[src/rtl/uart_tx_fifo.sv]
// uart_tx_fifo: buffered 8N1 UART transmitter, LSB first.
// Bytes written on wr_en/wr_data are queued in a small FIFO and shifted out on
// tx. Each bit lasts 16 ticks of an internal 16x-oversample tick (tick16).
// Build option: define UART_TX_PARITY_EN to insert an even-parity bit between
// the data bits and the stop bit (176-tick frame instead of 160).
module uart_tx_fifo #(
   parameter int unsigned TICK_DIV   = 27,
   parameter int unsigned FIFO_DEPTH = 4
) (
   input  logic       clk,
   input  logic       Rst,
   input  logic       wr_en,
   input  logic [7:0] wr_data,
   output logic       full,
   output logic       empty,
   output logic       busy,
   output logic       overflow,
   output logic       tick16,
   output logic       tx
);

   localparam int unsigned TW = (TICK_DIV > 1) ? $clog2(TICK_DIV) : 1;
   localparam int unsigned AW = (FIFO_DEPTH > 1) ? $clog2(FIFO_DEPTH) : 1;
   localparam int unsigned CW = AW + 1;
   localparam logic [TW-1:0] TICK_LAST = TW'(TICK_DIV - 1);
   localparam logic [CW-1:0] DEPTH_C   = CW'(FIFO_DEPTH);
   localparam logic [3:0]    BIT_LAST  = 4'd15;

`ifdef UART_TX_PARITY_EN
   typedef enum logic [2:0] {
      IDLE,
      START,
      DATA,
      PARITY,
      STOP
   } state_t;
`else
   typedef enum logic [2:0] {
      IDLE,
      START,
      DATA,
      STOP
   } state_t;
`endif

   // ---------------------------------------------------------------------
   // 16x tick generator
   // ---------------------------------------------------------------------
   logic [TW-1:0] tick_cnt_q, tick_cnt_d;
   logic          tick_w;

   assign tick_w = (tick_cnt_q == TICK_LAST);

   // Next tick count: free-running 0..TICK_DIV-1, independent of the FSM.
   always_comb begin
      tick_cnt_d = tick_cnt_q + TW'(1);
      if (tick_w) begin
         tick_cnt_d = '0;
      end
   end

   // Tick counter register.
   always_ff @(posedge clk) begin
      if (Rst) begin
         tick_cnt_q <= '0;
      end else begin
         tick_cnt_q <= tick_cnt_d;
      end
   end

   // ---------------------------------------------------------------------
   // FIFO
   // ---------------------------------------------------------------------
   logic [7:0]    mem_q [FIFO_DEPTH];
   logic [AW-1:0] wptr_q, rptr_q;
   logic [CW-1:0] count_q, count_d;
   logic          full_q, empty_q, overflow_q;
   logic          push, pop;
   logic [7:0]    head;

   state_t        state_q;
   logic [3:0]    bit_tick_q;

   assign push = wr_en && !full_q;
   assign head = mem_q[rptr_q];

   // Pops happen only on a tick, only with data present, and only when a new
   // frame may begin: from IDLE, or at the last tick of the stop bit.
   assign pop  = tick_w && !empty_q &&
                 ((state_q == IDLE) ||
                  ((state_q == STOP) && (bit_tick_q == BIT_LAST)));

   // Next occupancy: simultaneous push and pop leave the count unchanged.
   always_comb begin
      count_d = count_q;
      unique case ({push, pop})
         2'b10:   count_d = count_q + CW'(1);
         2'b01:   count_d = count_q - CW'(1);
         default: count_d = count_q;
      endcase
   end

   // FIFO pointers, registered flags and sticky overflow.
   always_ff @(posedge clk) begin
      if (Rst) begin
         wptr_q     <= '0;
         rptr_q     <= '0;
         count_q    <= '0;
         full_q     <= 1'b0;
         empty_q    <= 1'b1;
         overflow_q <= 1'b0;
      end else begin
         if (push) begin
            wptr_q <= wptr_q + AW'(1);
         end
         if (pop) begin
            rptr_q <= rptr_q + AW'(1);
         end
         count_q <= count_d;
         full_q  <= (count_d == DEPTH_C);
         empty_q <= (count_d == '0);
         if (wr_en && full_q) begin
            overflow_q <= 1'b1;
         end
      end
   end

   // FIFO storage; contents need no reset since the pointers define validity.
   always_ff @(posedge clk) begin
      if (push && !Rst) begin
         mem_q[wptr_q] <= wr_data;
      end
   end

   // ---------------------------------------------------------------------
   // Transmit FSM
   // ---------------------------------------------------------------------
   logic [2:0] idx_q;
   logic [7:0] shreg_q;
   logic       tx_q;
   logic       busy_q;
`ifdef UART_TX_PARITY_EN
   logic       par_q;
`endif

   // Frame sequencer: advances only on ticks, drives the registered tx/busy.
   always_ff @(posedge clk) begin
      if (Rst) begin
         state_q    <= IDLE;
         bit_tick_q <= '0;
         idx_q      <= '0;
         shreg_q    <= '0;
         tx_q       <= 1'b1;
         busy_q     <= 1'b0;
`ifdef UART_TX_PARITY_EN
         par_q      <= 1'b0;
`endif
      end else if (tick_w) begin
         unique case (state_q)
            IDLE: begin
               if (pop) begin
                  shreg_q    <= head;
                  tx_q       <= 1'b0;
                  busy_q     <= 1'b1;
                  bit_tick_q <= '0;
                  state_q    <= START;
`ifdef UART_TX_PARITY_EN
                  par_q      <= ^head;
`endif
               end
            end

            START: begin
               if (bit_tick_q == BIT_LAST) begin
                  bit_tick_q <= '0;
                  idx_q      <= '0;
                  tx_q       <= shreg_q[0];
                  state_q    <= DATA;
               end else begin
                  bit_tick_q <= bit_tick_q + 4'd1;
               end
            end

            DATA: begin
               if (bit_tick_q == BIT_LAST) begin
                  bit_tick_q <= '0;
                  if (idx_q == 3'd7) begin
`ifdef UART_TX_PARITY_EN
                     tx_q    <= par_q;
                     state_q <= PARITY;
`else
                     tx_q    <= 1'b1;
                     state_q <= STOP;
`endif
                  end else begin
                     // Drive the next bit straight from the pre-shift value so
                     // tx and the shift register move on the same tick.
                     shreg_q <= {1'b0, shreg_q[7:1]};
                     tx_q    <= shreg_q[1];
                     idx_q   <= idx_q + 3'd1;
                  end
               end else begin
                  bit_tick_q <= bit_tick_q + 4'd1;
               end
            end

`ifdef UART_TX_PARITY_EN
            PARITY: begin
               if (bit_tick_q == BIT_LAST) begin
                  bit_tick_q <= '0;
                  tx_q       <= 1'b1;
                  state_q    <= STOP;
               end else begin
                  bit_tick_q <= bit_tick_q + 4'd1;
               end
            end
`endif

            STOP: begin
               if (bit_tick_q == BIT_LAST) begin
                  bit_tick_q <= '0;
                  if (pop) begin
                     // Back-to-back frame: start bit follows stop with no gap.
                     shreg_q <= head;
                     tx_q    <= 1'b0;
                     state_q <= START;
`ifdef UART_TX_PARITY_EN
                     par_q   <= ^head;
`endif
                  end else begin
                     busy_q  <= 1'b0;
                     state_q <= IDLE;
                  end
               end else begin
                  bit_tick_q <= bit_tick_q + 4'd1;
               end
            end

            default: begin
               state_q    <= IDLE;
               bit_tick_q <= '0;
               tx_q       <= 1'b1;
               busy_q     <= 1'b0;
            end
         endcase
      end
   end

   assign full     = full_q;
   assign empty    = empty_q;
   assign busy     = busy_q;
   assign overflow = overflow_q;
   assign tick16   = tick_w;
   assign tx       = tx_q;

endmodule

[config.mk]
export PLATFORM = sky130hd
export DESIGN_NAME = uart_tx_fifo
export DESIGN_NICKNAME = d
export VERILOG_FILES = /design/src/rtl/uart_tx_fifo.sv
export SDC_FILE = /design/constraint.sdc
export NUM_CORES = 1
export LEC_CHECK = 0
export CAP_MARGIN = 20
export CELL_PAD_IN_SITES_DETAIL_PLACEMENT = 0
export CELL_PAD_IN_SITES_GLOBAL_PLACEMENT = 1
export CORE_MARGIN = 2
export CORE_UTILIZATION = 48
export CTS_CLUSTER_DIAMETER = 50
export DETAILED_ROUTE_END_ITERATION = 12
export GPL_TIMING_DRIVEN = 0
export PLACE_DENSITY = 0.84
export SYNTH_ARGS = -nofsm -noshare
export SYNTH_HDL_FRONTEND = slang
export SYNTH_SLANG_ARGS = --single-unit
[constraint.sdc]
create_clock -name clk -period 2.92 [get_ports clk]
set_input_delay 0.584 -clock clk [delete_from_list [all_inputs] [get_ports clk]]
set_output_delay 0.584 -clock clk [all_outputs]
set_load 0.01 [all_outputs]
==> summary.txt <==
Status
  • Run status: finished, final reports clean

Global route
  • GRT Total Usage: 16.63%
  • GR Layer Usage met1: 21.52%
  • Most Used Layer, Global Route: met2
  • Initial antenna violation count: 0
  • Met2 Usage GRT: 26.62%
  • Overflow after GRT: 0
  • Global-route wire length before repair: roughly 9000 um
  • Vias in the first global route: around 1900
  • Met3 Usage GRT: under 10%
  • Largest net degree at the start of global routing: 14

CTS
  • Clock latency on the worst-skew pair: 340 ps
  • CTS clk-pin slew, worst paths: about 80 ps
  • H-tree depth: 3
  • CTS Hold Buffers Added: 0
  • CTS tree: done
  • Root buffer cell: clkbuf_8
  • Clock Tree Buf Depth: 2
  • Cts bufs inserted: 9
  • Number of sinks on the clock net: between 60 and 70

Yosys
  • Asr flop ratio synth: 0%
  • Number of synthesized flops with an enable pin: 32
  • #FFs+latches synth: 68
  • Synth Warn #: 0
  • Avg Synthesized Cell Area: 12.24 um2
  • Post-Syn Instances: 251
  • Synth cell types: 53
  • Main synth FF type: dfxtp_1
  • Cell Area, Synth: just over 0.003 mm2
  • Syn_nets: 278
  • Share of the yosys chip area belonging to registers: 54.72%

Power
  • Cell Pwr Density: ~540 mW/mm2
  • Leakage power: roughly 0.0013 uW
  • Worst IR Drop VDD: around 510 uV

STA
  • Min Tclk post-route: 2756 ps
  • Slew HR: between 60% and 70%
  • Max Clock Skew: 7.716 ps
  • Setup_tns: 0 ps
  • Pins over their slew limit: 0
  • Fin crit share: 94.38%
  • Setup-failing EPs final: 0
  • Number of hold violations in the final report: 0
  • Fmax achieved: 362.9 MHz
  • Actual slew at the worst max-slew pin: 567.8 ps
  • Min setup slack post-route: 164.2 ps

Placement
  • Post-DP HPWL: 3716 um
  • Placement Setup Slack: -49.85 ps
  • Routability cong.: 0.7976
  • Placed cell count: 343
  • Post-DP Area: 0.003319 mm2
  • Port Buffer Count: 15

Die
  • Initial Util: approximately 49%
  • Top-Level Pins: 17
  • Die ar.: 0.007058 mm2
  • Core area: 0.006277 mm2
  • Die Ht: 84.01 um
  • Die Width: 84.01 um
  • Rows: 29

Route
  • Initial drt markers: 70
  • First drt pass iteration count: 4
  • Wire per inst: 14.59 um
  • Vias per inst: 5.447
  • DR DRC count: 0
  • Drt total wl: between 5000 and 6000 um
  • Routed vias: 1961
  • Routed Antenna Nets: 0

Hold path
  • Hold path startpoint: tick_cnt_q[0]
  • Hold path depth: 1
  • HP Class: reg2reg

Layout
  • Nets: 305
  • Post-route design area: 0.003550 mm2
  • Area Growth Syn to Fin: 15.51%
  • Reg area: 0.001682 mm2
  • Fill cell count: 544
  • Antenna cells: 0
  • Footprint of the multi-input gates: about 0.0013 mm2
  • Layout cells sized above 1: about 17%
  • Fin cells: 360
  • Utilization after layout: 56.55%

Worst setup path
  • Levels on crit path: 13
  • Crit path launch type: flip-flop
  • Reg2Reg Depth: 13
  • Worst setup path start: tick_cnt_q[0]
  • Worst Path Arrival: 3030 ps
  • Crit-path most repeated cell: inv_1
  • RR Startpoint: tick_cnt_q[0]
  • CP max FO: 10
  • Req. time, crit path: 3190 ps
  • Critical Path Slowest Stage Cell: fa_1
  • Reg-to-reg setup timing slack: 160 ps
  • Crit end category: flip-flop
  • CP Class: reg2reg
  • Family with the most delay on the worst path: simple AND/OR/NAND/NOR gates
  • Slowest stage delay, CP: approximately 390 ps
  • Worst path bufs/invs: 4
  • Worst path cell trace: inv_1 > ha_2 > nand4b_4 > inv_2 > buf_4 > and3_4 > ha_1 > inv_1 > fa_1 > xor2_1 > or3_1 > a21oi_2 > nor2b_1

Job
  • Max Cap Viol: 0
==> cell usage after synthesis (all sizes together), types with 2 or more instances <==
| master | instances | area (um2) |
|---|---|---|
| and3 | 7 | 45.05 |
| mux4 | 8 | 180.2 |
| nand4b | 3 | 41.29 |
| o211a | 2 | 27.53 |
| nand3 | 2 | 10.01 |
| nand2 | 11 | 41.29 |
| nand2b | 2 | 15.02 |
| clkbuf | 5 | 40.04 |
| nor2 | 17 | 63.81 |
| a21oi | 24 | 123.9 |
| nand4 | 4 | 25.02 |
| inv | 13 | 48.79 |
| a21o | 3 | 22.52 |
| buf | 7 | 43.79 |
| a311oi | 7 | 61.31 |
| nor2b | 4 | 25.02 |
| ha | 15 | 187.7 |
| xor2 | 4 | 35.03 |
| dfxtp | 36 | 720.7 |
| o21ai | 10 | 50.05 |
| mux2i | 10 | 100.1 |
| xnor2 | 3 | 26.28 |
| edfxtp | 32 | 960.9 |
| and2 | 4 | 26.28 |
| nand3b | 2 | 15.01 |
==> sequential cells by signal, summed over array words and instances (netlist names), 2 cells and up, named ones only <==
signal      count
mem_q          32
shreg_q         8
tick_cnt_q      5
bit_tick_q      4
count_q         3
idx_q           3
rptr_q          2
state_q         2
wptr_q          2
==> cell families after synthesis <==
group           after synthesis  synth area share [%]
compound gates               56                 12.01
xor+xnor                      7                 1.995
fa+ha+maj                    16                 6.759
buf+inv                      25                 4.316
flops                        68                 54.72
mux                          18                 9.121
simple gates                 61                 11.08
==> metrics by stage <==
step,hold slack (ps),power [uW]
after floorplan,429.7,1121
after global placement,446.0,1161
after detailed placement,448.9,1164
after CTS,457.4,1926
after global routing,465.8,1979
final,464.3,1906
==> cell type report <==
class                           count  area share (%)
Multi-Input combinational cell    158           36.09
Buffer                             12           2.432
Sequential cell                    68           47.37
Inverter                           13           1.375
Timing Repair Buffer               16           4.441
Clock inverter                      7           2.080
Tap cell                           77           2.714
Clock buffer                        9           3.490
==> layout by cell type, fill, tap and decap left out, types with 11 or more instances in the layout <==
master,synthesis,layout
clkdlybuf4s50_1,0,15
nand2_1,11,11
edfxtp_1,32,32
clkbuf_8,2,11
a21oi_1,23,22
dfxtp_1,36,36
inv_1,12,11
ha_1,15,14
nor2_1,17,17
==> per-layer routing <==
| metal | vias up | routed length [um] |
|---|---|---|
| li1 | 989 | - |
| met1 | 941 | 2479 |
| met2 | 26 | 2534 |
| met3 | 5 | 163 |
| met4 | 0 | 75 |
| met5 | - | 0 |
==> path summary, 6_finish.rpt <==
path | to
max | full
min | tick_cnt_q[0]
max reg2reg | full
min reg2reg | tick_cnt_q[0]
==> power breakdown <==
group	switching, uW	internal [uW]	total, uW
clock network	366	398	764
logic	58.0	48.3	106
registers	14.1	1020	1040
total	438	1470	1910
==> worst reg2reg max path, delay by kind of cell (launching register included) <==
kind | cells | cell delay [ps]
DFF | 1 | 340
AOI/OAI and AO/OA | 1 | 170
buffers and inverters | 4 | 380
xor gates and xnor gates | 1 | 170
and+or+nand+nor | 4 | 840
adders and majority gates | 3 | 780
==> repair_timing <==
| item | CTS | global route |
|---|---|---|
| gates cloned | 0 | 0 |
| pin swaps | 0 | 0 |
| setup endpoints to repair | 2 | 2 |
| buffers inserted | 0 | 1 |
| resized for setup | 2 | 4 |
No activity file was read; power rests on OpenSTA's default activity.
